**src/rtl/i2s_rx_sampler.sv**
```systemverilog
// I2S (Philips) receiver: oversamples BCLK/LRCLK/SDATA in the clk domain, deserialises
// MSB-first stereo words and presents left/right pairs on a valid/ready handshake.
module i2s_rx_sampler #(
  parameter int unsigned BITSIZE     = 16,
  parameter int unsigned SYNC_STAGES = 2
) (
  input  logic               clk,
  input  logic               resetn,
  input  logic               bclk,
  input  logic               lrclk,
  input  logic               sdata,
  output logic [BITSIZE-1:0] left_chan,
  output logic [BITSIZE-1:0] right_chan,
  output logic               sample_valid,
  input  logic               sample_ready,
  output logic               overrun,
  output logic               frame_err
);

  localparam int unsigned CntW = $clog2(BITSIZE + 1);

  typedef enum logic [1:0] {StSync, StShift, StPad} state_e;

  logic [SYNC_STAGES-1:0] bclk_sync_q;
  logic [SYNC_STAGES-1:0] lrclk_sync_q;
  logic [SYNC_STAGES-1:0] sdata_sync_q;
  logic                   bclk_prev_q;
  logic                   lr_prev_q;

  state_e                 state_q;
  logic                   chan_q;
  logic [CntW-1:0]        bitcnt_q;
  logic [BITSIZE-1:0]     shreg_q;
  logic [BITSIZE-1:0]     left_hold_q;
  logic [BITSIZE-1:0]     right_hold_q;
  logic                   left_ok_q;
  logic                   pair_load_q;

  logic                   bclk_s;
  logic                   lrclk_s;
  logic                   sdata_s;
  logic                   rise_evt;
  logic                   lr_edge;
  logic [BITSIZE-1:0]     shift_word;
  logic                   word_done;
  logic                   word_short;

  // Identical chains on all three inputs keep their relative alignment intact.
  always_ff @(posedge clk or negedge resetn) begin
    if (!resetn) begin
      bclk_sync_q  <= '0;
      lrclk_sync_q <= '0;
      sdata_sync_q <= '0;
      bclk_prev_q  <= 1'b0;
    end else begin
      bclk_sync_q  <= {bclk_sync_q[SYNC_STAGES-2:0], bclk};
      lrclk_sync_q <= {lrclk_sync_q[SYNC_STAGES-2:0], lrclk};
      sdata_sync_q <= {sdata_sync_q[SYNC_STAGES-2:0], sdata};
      bclk_prev_q  <= bclk_sync_q[SYNC_STAGES-1];
    end
  end

  always_comb begin
    bclk_s     = bclk_sync_q[SYNC_STAGES-1];
    lrclk_s    = lrclk_sync_q[SYNC_STAGES-1];
    sdata_s    = sdata_sync_q[SYNC_STAGES-1];
    rise_evt   = bclk_s & ~bclk_prev_q;
    lr_edge    = rise_evt & (lrclk_s != lr_prev_q);
    shift_word = {shreg_q[BITSIZE-2:0], sdata_s};
    // Holding BITSIZE-1 bits in SHIFT: this rise supplies the last bit, whether it is a
    // plain shift or the delayed LSB arriving on the LR edge.
    word_done  = rise_evt && (state_q == StShift) && (bitcnt_q == CntW'(BITSIZE - 1));
    word_short = lr_edge && (state_q != StSync) && (bitcnt_q < CntW'(BITSIZE - 1));
  end

  always_ff @(posedge clk or negedge resetn) begin
    if (!resetn) begin
      state_q      <= StSync;
      chan_q       <= 1'b0;
      bitcnt_q     <= '0;
      shreg_q      <= '0;
      left_hold_q  <= '0;
      right_hold_q <= '0;
      left_ok_q    <= 1'b0;
      pair_load_q  <= 1'b0;
      lr_prev_q    <= 1'b0;
      frame_err    <= 1'b0;
    end else begin
      frame_err   <= 1'b0;
      pair_load_q <= 1'b0;
      if (rise_evt) begin
        lr_prev_q <= lrclk_s;
        unique case (state_q)
          StSync: begin
            if (lr_edge && !lrclk_s) begin
              state_q  <= StShift;
              chan_q   <= 1'b0;
              bitcnt_q <= '0;
              shreg_q  <= '0;
            end
          end
          StShift, StPad: begin
            if (lr_edge) begin
              state_q  <= StShift;
              chan_q   <= lrclk_s;
              bitcnt_q <= '0;
              shreg_q  <= '0;
            end else if (state_q == StShift) begin
              shreg_q  <= shift_word;
              bitcnt_q <= bitcnt_q + CntW'(1);
              if (word_done) begin
                state_q <= StPad;
              end
            end
          end
          default: state_q <= StSync;
        endcase

        if (word_done) begin
          if (!chan_q) begin
            left_hold_q <= shift_word;
            left_ok_q   <= 1'b1;
          end else begin
            if (left_ok_q) begin
              right_hold_q <= shift_word;
              pair_load_q  <= 1'b1;
            end
            left_ok_q <= 1'b0;
          end
        end

        if (word_short) begin
          frame_err <= 1'b1;
          left_ok_q <= 1'b0;
        end
      end
    end
  end

  // A load always wins over acceptance: the new pair replaces the accepted one.
  always_ff @(posedge clk or negedge resetn) begin
    if (!resetn) begin
      left_chan    <= '0;
      right_chan   <= '0;
      sample_valid <= 1'b0;
      overrun      <= 1'b0;
    end else begin
      overrun <= 1'b0;
      if (pair_load_q) begin
        left_chan    <= left_hold_q;
        right_chan   <= right_hold_q;
        sample_valid <= 1'b1;
        overrun      <= sample_valid & ~sample_ready;
      end else if (sample_valid && sample_ready) begin
        sample_valid <= 1'b0;
      end
    end
  end

endmodule

```
**config.mk**
```make
export PLATFORM = sky130hd
export DESIGN_NAME = i2s_rx_sampler
export DESIGN_NICKNAME = d
export VERILOG_FILES = /design/src/rtl/i2s_rx_sampler.sv
export SDC_FILE = /design/constraint.sdc
export NUM_CORES = 1
export LEC_CHECK = 0
export ABC_AREA = 1
export CAP_MARGIN = 40
export CORE_MARGIN = 1
export CORE_UTILIZATION = 23
export CTS_CLUSTER_DIAMETER = 150
export CTS_CLUSTER_SIZE = 20
export DETAILED_ROUTE_END_ITERATION = 16
export PLACE_DENSITY_LB_ADDON = 0.05
export SLEW_MARGIN = 20
export SYNTH_ARGS = -nofsm -noshare
export SYNTH_HDL_FRONTEND = slang
export SYNTH_SLANG_ARGS = --single-unit
```
**constraint.sdc**
```tcl
create_clock -name clk -period 1.6 [get_ports clk]
set_clock_uncertainty 0.15 [all_clocks]
set_input_delay 0.32 -clock clk [delete_from_list [all_inputs] [get_ports clk]]
set_output_delay 0.32 -clock clk [all_outputs]
set_load 0.02 [all_outputs]
```
==> results.toml, run 1 <==
[timing]
whs_ns = 0.198
finalHoldViolCount = 0
fin_setup_tns_ns = -7.28
finalCriticalPeriod_ns = 1.82
max-slew-margin-rel = 0.535
rsz0062_at_grt = "true"
max_freq_ghz = 0.549
finalMaxSlewViolations = 0
timing.final.crit_share = 1.14
fin_ws_ns = -0.222
tightestPinTransition_ns = 0.697
setup-violations-final = 46

[route]
remaining_drc_errors = 0
drt_wl_total_um = 9310
first_iter_violations = 139
ant_nets = 0
first_pass_iters = 4
wl_per_cell_um = 13.1
routed_via_density = 4.09
vias = 2907

[status]
status = "finished, violations left"
failed_checks = "negative setup slack"

[floorplanning]
dieArea_sq_um = 18000
floorplan.initialDensity = 0.239
die_h_um = 134
fp.dieW_um = 134
placeableCoreArea_sq_um = 16800
num_rows = 47
ios = 41

[clock_tree]
cts-buffers-inserted = 9
path_clk_slew_ns = 0.07
cts_max_level = 3
cts.sinks = 100
cts_tree = "yes"
clock_latency_ns = 0.35
cts.path.max_buffers = 2
cts_root_buf = "clkbuf_16"

[logic_synthesis]
synth_top_flop_cell = "dfrtp_1"
synth_warnings = 0
synth_edf_count = 0
netlist_instances = 421
synth_top_area_share = 0.622
yosysTopAreaCell = "dfrtp_1"
ys_async_sr_fraction = 1.00
synth_area_sq_um = 4020
synth_area_leaders = "dfrtp_1 62%, nand2_1 17%, o21ai_1 3.5%"
yosys-top-cells-count = "180 x nand2_1, 100 x dfrtp_1, 29 x inv_1"
syn_avg_cell_area_sq_um = 9.56
syn_nets = 432
yosysSeqAreaShare = 0.622
ys_ff_latch = 100
synth_most_common_cell = "nand2_1"
ys_types = 28

[critical_path]
reg2reg_depth = 11
r2r-end = "left_ok_q$_DFFE_PN0P_"
crit_path_start_kind = "flop"
critPathKind = "flop to flop"
max_stage_delay_ns = 0.36
cp_slowest_cell = "dfrtp_1"
critPathCaptureType = "flop"
cp_max_fo = 5
path_cells = "ha_2 -> nand2_2 -> nor2_2 -> ha_2 -> nand2_4 -> nor2_4 -> buf_12 -> nand2_8 -> nand2_4 -> inv_2 -> nor2_1"
worstPathRequired_ns = 1.73
reg2reg_slack_ns = -0.22
regToRegStartpoint = "bitcnt_q[0]$_DFFE_PN0P_"
arrival_ns = 1.95

[cells_and_area]
area_delta_synth_final_pct = 40.0
layout.nets = 497
utilization = 0.335
layout-drive-gt1-share = 0.281
diodes = 0

[power]
ir_worst_vdd_v = 0.000786
leakagePower_nw = 2.74
power_density_nw_per_um2 = 1200

[worst_hold_path]
hp-class = "flop to flop"
hp-start = "sdata_sync_q[0]$_DFF_PN0_"
hold_depth = 0
whs_endpoint = "sdata_sync_q[1]$_DFF_PN0_"

[placed_design]
gp_congestion = 0.667
port_buffers = 40
dp_hpwl_um = 5680

[global_route]
grt_usage = 0.116
grt_pass1_wl_um = 15800
antenna_found_initial = 0
grt_pass1_vias = 2979
grt_overflow_total = 0
grt_max_degree = 33

[run]
cap_viol_max_count = 0
[sequential cells by signal, summed over array words and instances, names as in the netlist, 2 cells and up]
name          count
left_chan        16
left_hold_q      16
right_chan       16
right_hold_q     16
shreg_q          15
bitcnt_q          5
bclk_sync_q       2
lrclk_sync_q      2
sdata_sync_q      2
state_q           2
[cells by family (layout without fill, tap and decap cells)]
family / after synthesis / count (layout) / share of synthesized area
AOI/OAI and AO/OA: 58 / 58 / 0.0808
adders and majority gates: 5 / 5 / 0.0155
buffers and inverters: 51 / 117 / 0.0650
DFF: 100 / 100 / 0.622
and+or+nand+nor: 207 / 211 / 0.217
[worst max-delay path, delay by kind of cell, from the launching register on]
family | cells | cell delay, ns
adders and majority gates | 2 | 0.38
buffers and inverters | 2 | 0.20
DFF | 1 | 0.36
and+or+nand+nor | 7 | 0.64
[worst max-delay path by stage]
stage | end | from | slack [ns]
after floorplan | right_hold_q[13]$_DFFE_PN0P_ | bitcnt_q[0]$_DFFE_PN0P_ | -0.04
after global placement | left_ok_q$_DFFE_PN0P_ | bitcnt_q[0]$_DFFE_PN0P_ | -0.17
after detailed placement | left_ok_q$_DFFE_PN0P_ | bitcnt_q[0]$_DFFE_PN0P_ | -0.20
after CTS | left_hold_q[4]$_DFFE_PN0P_ | bitcnt_q[0]$_DFFE_PN0P_ | -0.20
after global routing | left_ok_q$_DFFE_PN0P_ | bitcnt_q[0]$_DFFE_PN0P_ | -0.33
final | left_ok_q$_DFFE_PN0P_ | bitcnt_q[0]$_DFFE_PN0P_ | -0.22
[area by class of cell]
cell class / instances / area (sq um)
well taps: 220 / 275
fillers: 1748 / 11200
clock buffers: 9 / 225
inverters: 33 / 129
repair buffers: 68 / 762
clock inverters: 7 / 121
multi-input cells: 274 / 1620
flip-flops and latches: 100 / 2500
[per-layer routing]
layer  up-vias  routed length, um  global-route usage  part of all wire
met5         -                  0                   0                 0
met4         0                201              0.0562             0.022
met3        11                362              0.0291             0.039
met2        41               4130               0.176              0.44
met1      1385               4620               0.153              0.50
li1       1470                  -                   -                 -
[stage by stage]
step	total power, W	setup WS (ns)	cells	area (sq um)
after floorplan	0.00340	-0.0367	421	4050
after global placement	0.00379	-0.173	680	4820
after detailed placement	0.00378	-0.199	680	4820
after CTS	0.00666	-0.201	706	5360
after global routing	0.00715	-0.325	711	5630
final	0.00674	-0.222	711	5630
[timing repair]
item,CTS,global route
pin swaps,3,9
hold buffers,1,0
gates cloned,5,3
gates resized for setup,74,70
setup endpoints to repair,91,56
hold endpoints to repair,26,0
buffers inserted,5,3
[report_power, final]
part           internal (W)  switching, W  total [W]
Sequential          0.00261     0.0000759    0.00269
Combinational      0.000655      0.000851    0.00151
Clock               0.00154       0.00101    0.00255
[layout by cell type (no fill, tap or decap), types with 6 or more instances in the layout]
master         instances
nand2_1              143
dfrtp_1              100
dlygate4sd2_1         35
o21ai_1               28
nand2_2               26
inv_1                 25
o21ai_2               24
nand2_4               15
clkbuf_16             11
buf_4                 11
buf_12                10
inv_2                  6
nand3_1                6
Power figures use the tool's default switching activity.
==> run 2: changes to the inputs <==
--- a/config.mk
+++ b/config.mk
@@ -13,7 +13,6 @@
 export CTS_CLUSTER_SIZE = 20
 export DETAILED_ROUTE_END_ITERATION = 16
 export PLACE_DENSITY_LB_ADDON = 0.05
-export SLEW_MARGIN = 20
 export SYNTH_ARGS = -nofsm -noshare
 export SYNTH_HDL_FRONTEND = slang
 export SYNTH_SLANG_ARGS = --single-unit
==> results of run 2 <==
No change in the layout: final DEF, timing and power equal those of run 1.
==> run 3: changes to the inputs <==
--- a/config.mk
+++ b/config.mk
@@ -13,6 +13,7 @@
 export CTS_CLUSTER_SIZE = 20
 export DETAILED_ROUTE_END_ITERATION = 16
 export PLACE_DENSITY_LB_ADDON = 0.05
+export SETUP_SLACK_MARGIN = 0.1
 export SYNTH_ARGS = -nofsm -noshare
 export SYNTH_HDL_FRONTEND = slang
 export SYNTH_SLANG_ARGS = --single-unit
==> results.toml, run 3 (same netlist as run 1, synthesis figures left out) <==
[floorplanning]
num_rows = 47
die_h_um = 134
ios = 41
dieArea_sq_um = 18000
floorplan.initialDensity = 0.239
placeableCoreArea_sq_um = 16800
fp.dieW_um = 134

[critical_path]
critPathCaptureType = "flop"
path_buf_inv = 2
critPathTopFamily = "flip-flops"
max_stage_delay_ns = 0.36
reg2reg_slack_ns = -0.19
cp_max_fo = 2
path_cells = "ha_2 -> nand2_2 -> nor2_2 -> ha_2 -> nand2_2 -> buf_4 -> o21ai_0 -> nand2_4 -> inv_2 -> nor2_2"
cp_slowest_cell = "dfrtp_1"
critPathKind = "flop to flop"
crit_path_start_kind = "flop"
worstPathRequired_ns = 1.69
arrival_ns = 1.88

[run]
cap_viol_max_count = 0

[timing]
finalMaxSlewViolations = 0
max_freq_ghz = 0.560
whs_ns = 0.203
timing.final.crit_share = 1.12
finalHoldViolCount = 0
fin_ws_ns = -0.187
max-slew-margin-rel = 0.605
finalCriticalPeriod_ns = 1.79
setup-violations-final = 56
tightestPinTransition_ns = 0.592
rsz0062_at_grt = "true"

[cells_and_area]
finalInstanceArea_sq_um = 5470
area_delta_synth_final_pct = 36.0
final_cell_mix = "146 x nand2_1, 100 x dfrtp_1, 25 x inv_1, 25 x nand2_2, 23 x o21ai_2"
final_common_cell = "nand2_1"
layout-drive-gt1-share = 0.333
layout.nets = 495
layoutNonFillerInstCount = 709
diodes = 0

[clock_tree]
cts.path.max_buffers = 2
cts-buffers-inserted = 9
cts_root_buf = "clkbuf_16"
path_clk_slew_ns = 0.07
cts.sinks = 100
clock_latency_ns = 0.34
cts_tree = "yes"
cts_max_level = 3

[power]
pwr-share-comb = 0.234
ir_worst_vdd_v = 0.000524
leakagePower_nw = 2.53
p_sw_w = 0.00195
p_int_w = 0.00453
pwr-share-seq = 0.416
p_sw_frac = 0.301
total_power_w = 0.00647
p_clk_frac = 0.350
power_density_nw_per_um2 = 1180

[placed_design]
port_buffers = 40
placed_cells = 679
placed_area_sq_um = 4790
dp_hpwl_um = 5560
gp_congestion = 0.662

[route]
first_pass_iters = 4
wl_per_cell_um = 13.1
ant_nets = 0
met3_length_um = 297
remaining_drc_errors = 0
drt_wl_total_um = 9260
vias = 2841
met1_length_um = 4770
wl_met2_um = 4020
routed_via_density = 4.01
top_layer = "met4"
first_iter_violations = 104

[status]
failed_checks = "negative setup slack"
status = "finished, violations left"

[global_route]
grt_usage = 0.112
grt_max_degree = 52
antenna_found_initial = 0
grt_overflow_total = 0
grt_pass1_vias = 2914
grt_pass1_wl_um = 15500

[worst_hold_path]
hp-class = "flop to flop"
[run 3: per-layer routing]
metal / global-route usage / vias to the layer above
met5: 0 / -
met4: 0.0543 / 0
met3: 0.0189 / 12
met2: 0.165 / 44
met1: 0.160 / 1340
li1: - / 1445
[run 3: what timing repair did]
action,CTS,global route
buffers inserted,9,0
cloned,7,1
gates resized for setup,124,78
hold buffers,1,0
setup endpoints to repair,91,76
endpoints found under the hold margin,100,0
pin swaps,2,3
[run 3: per-stage QoR]
step	setup TNS, ns	setup WS, ns	utilization
floorplan	-0.873	-0.0367	-
global placement	-4.26	-0.149	0.285
detailed placement	-5.99	-0.198	0.285
CTS	-7.19	-0.179	0.323
global route	-12.35	-0.307	0.325
finish	-6.98	-0.187	0.325
[run 3: area by class of cell]
class | count | area (sq um)
Timing Repair inverter | 2 | 12.5
Timing Repair Buffer | 65 | 659
Sequential cell | 100 | 2500
Clock inverter | 3 | 45.0
Inverter | 33 | 131
Multi-Input combinational cell | 273 | 1590
Clock buffer | 13 | 260
Tap cell | 220 | 275
Fill cell | 1778 | 11300
[run 3: final timing paths]
check | start | depth (start not counted) | endpoint
setup / recovery | bitcnt_q[0]$_DFFE_PN0P_ | 10 | left_ok_q$_DFFE_PN0P_
hold / removal | lrclk_sync_q[0]$_DFF_PN0_ | 0 | lrclk_sync_q[1]$_DFF_PN0_
setup reg to reg | bitcnt_q[0]$_DFFE_PN0P_ | 10 | left_ok_q$_DFFE_PN0P_
hold reg to reg | lrclk_sync_q[0]$_DFF_PN0_ | 0 | lrclk_sync_q[1]$_DFF_PN0_
max in group asynchronous | resetn | 3 | shreg_q[0]$_DFFE_PN0P_
min in group asynchronous | resetn | 3 | right_chan[10]$_DFFE_PN0P_
[run 3: power by group through the flow]
stage               clock network (W)  logic, W  registers, W
floorplan                           0  0.000720       0.00273
global placement                    0   0.00103       0.00273
detailed placement                  0   0.00103       0.00273
CTS                           0.00236   0.00148       0.00269
global route                  0.00246   0.00165       0.00271
finish                        0.00227   0.00151       0.00269
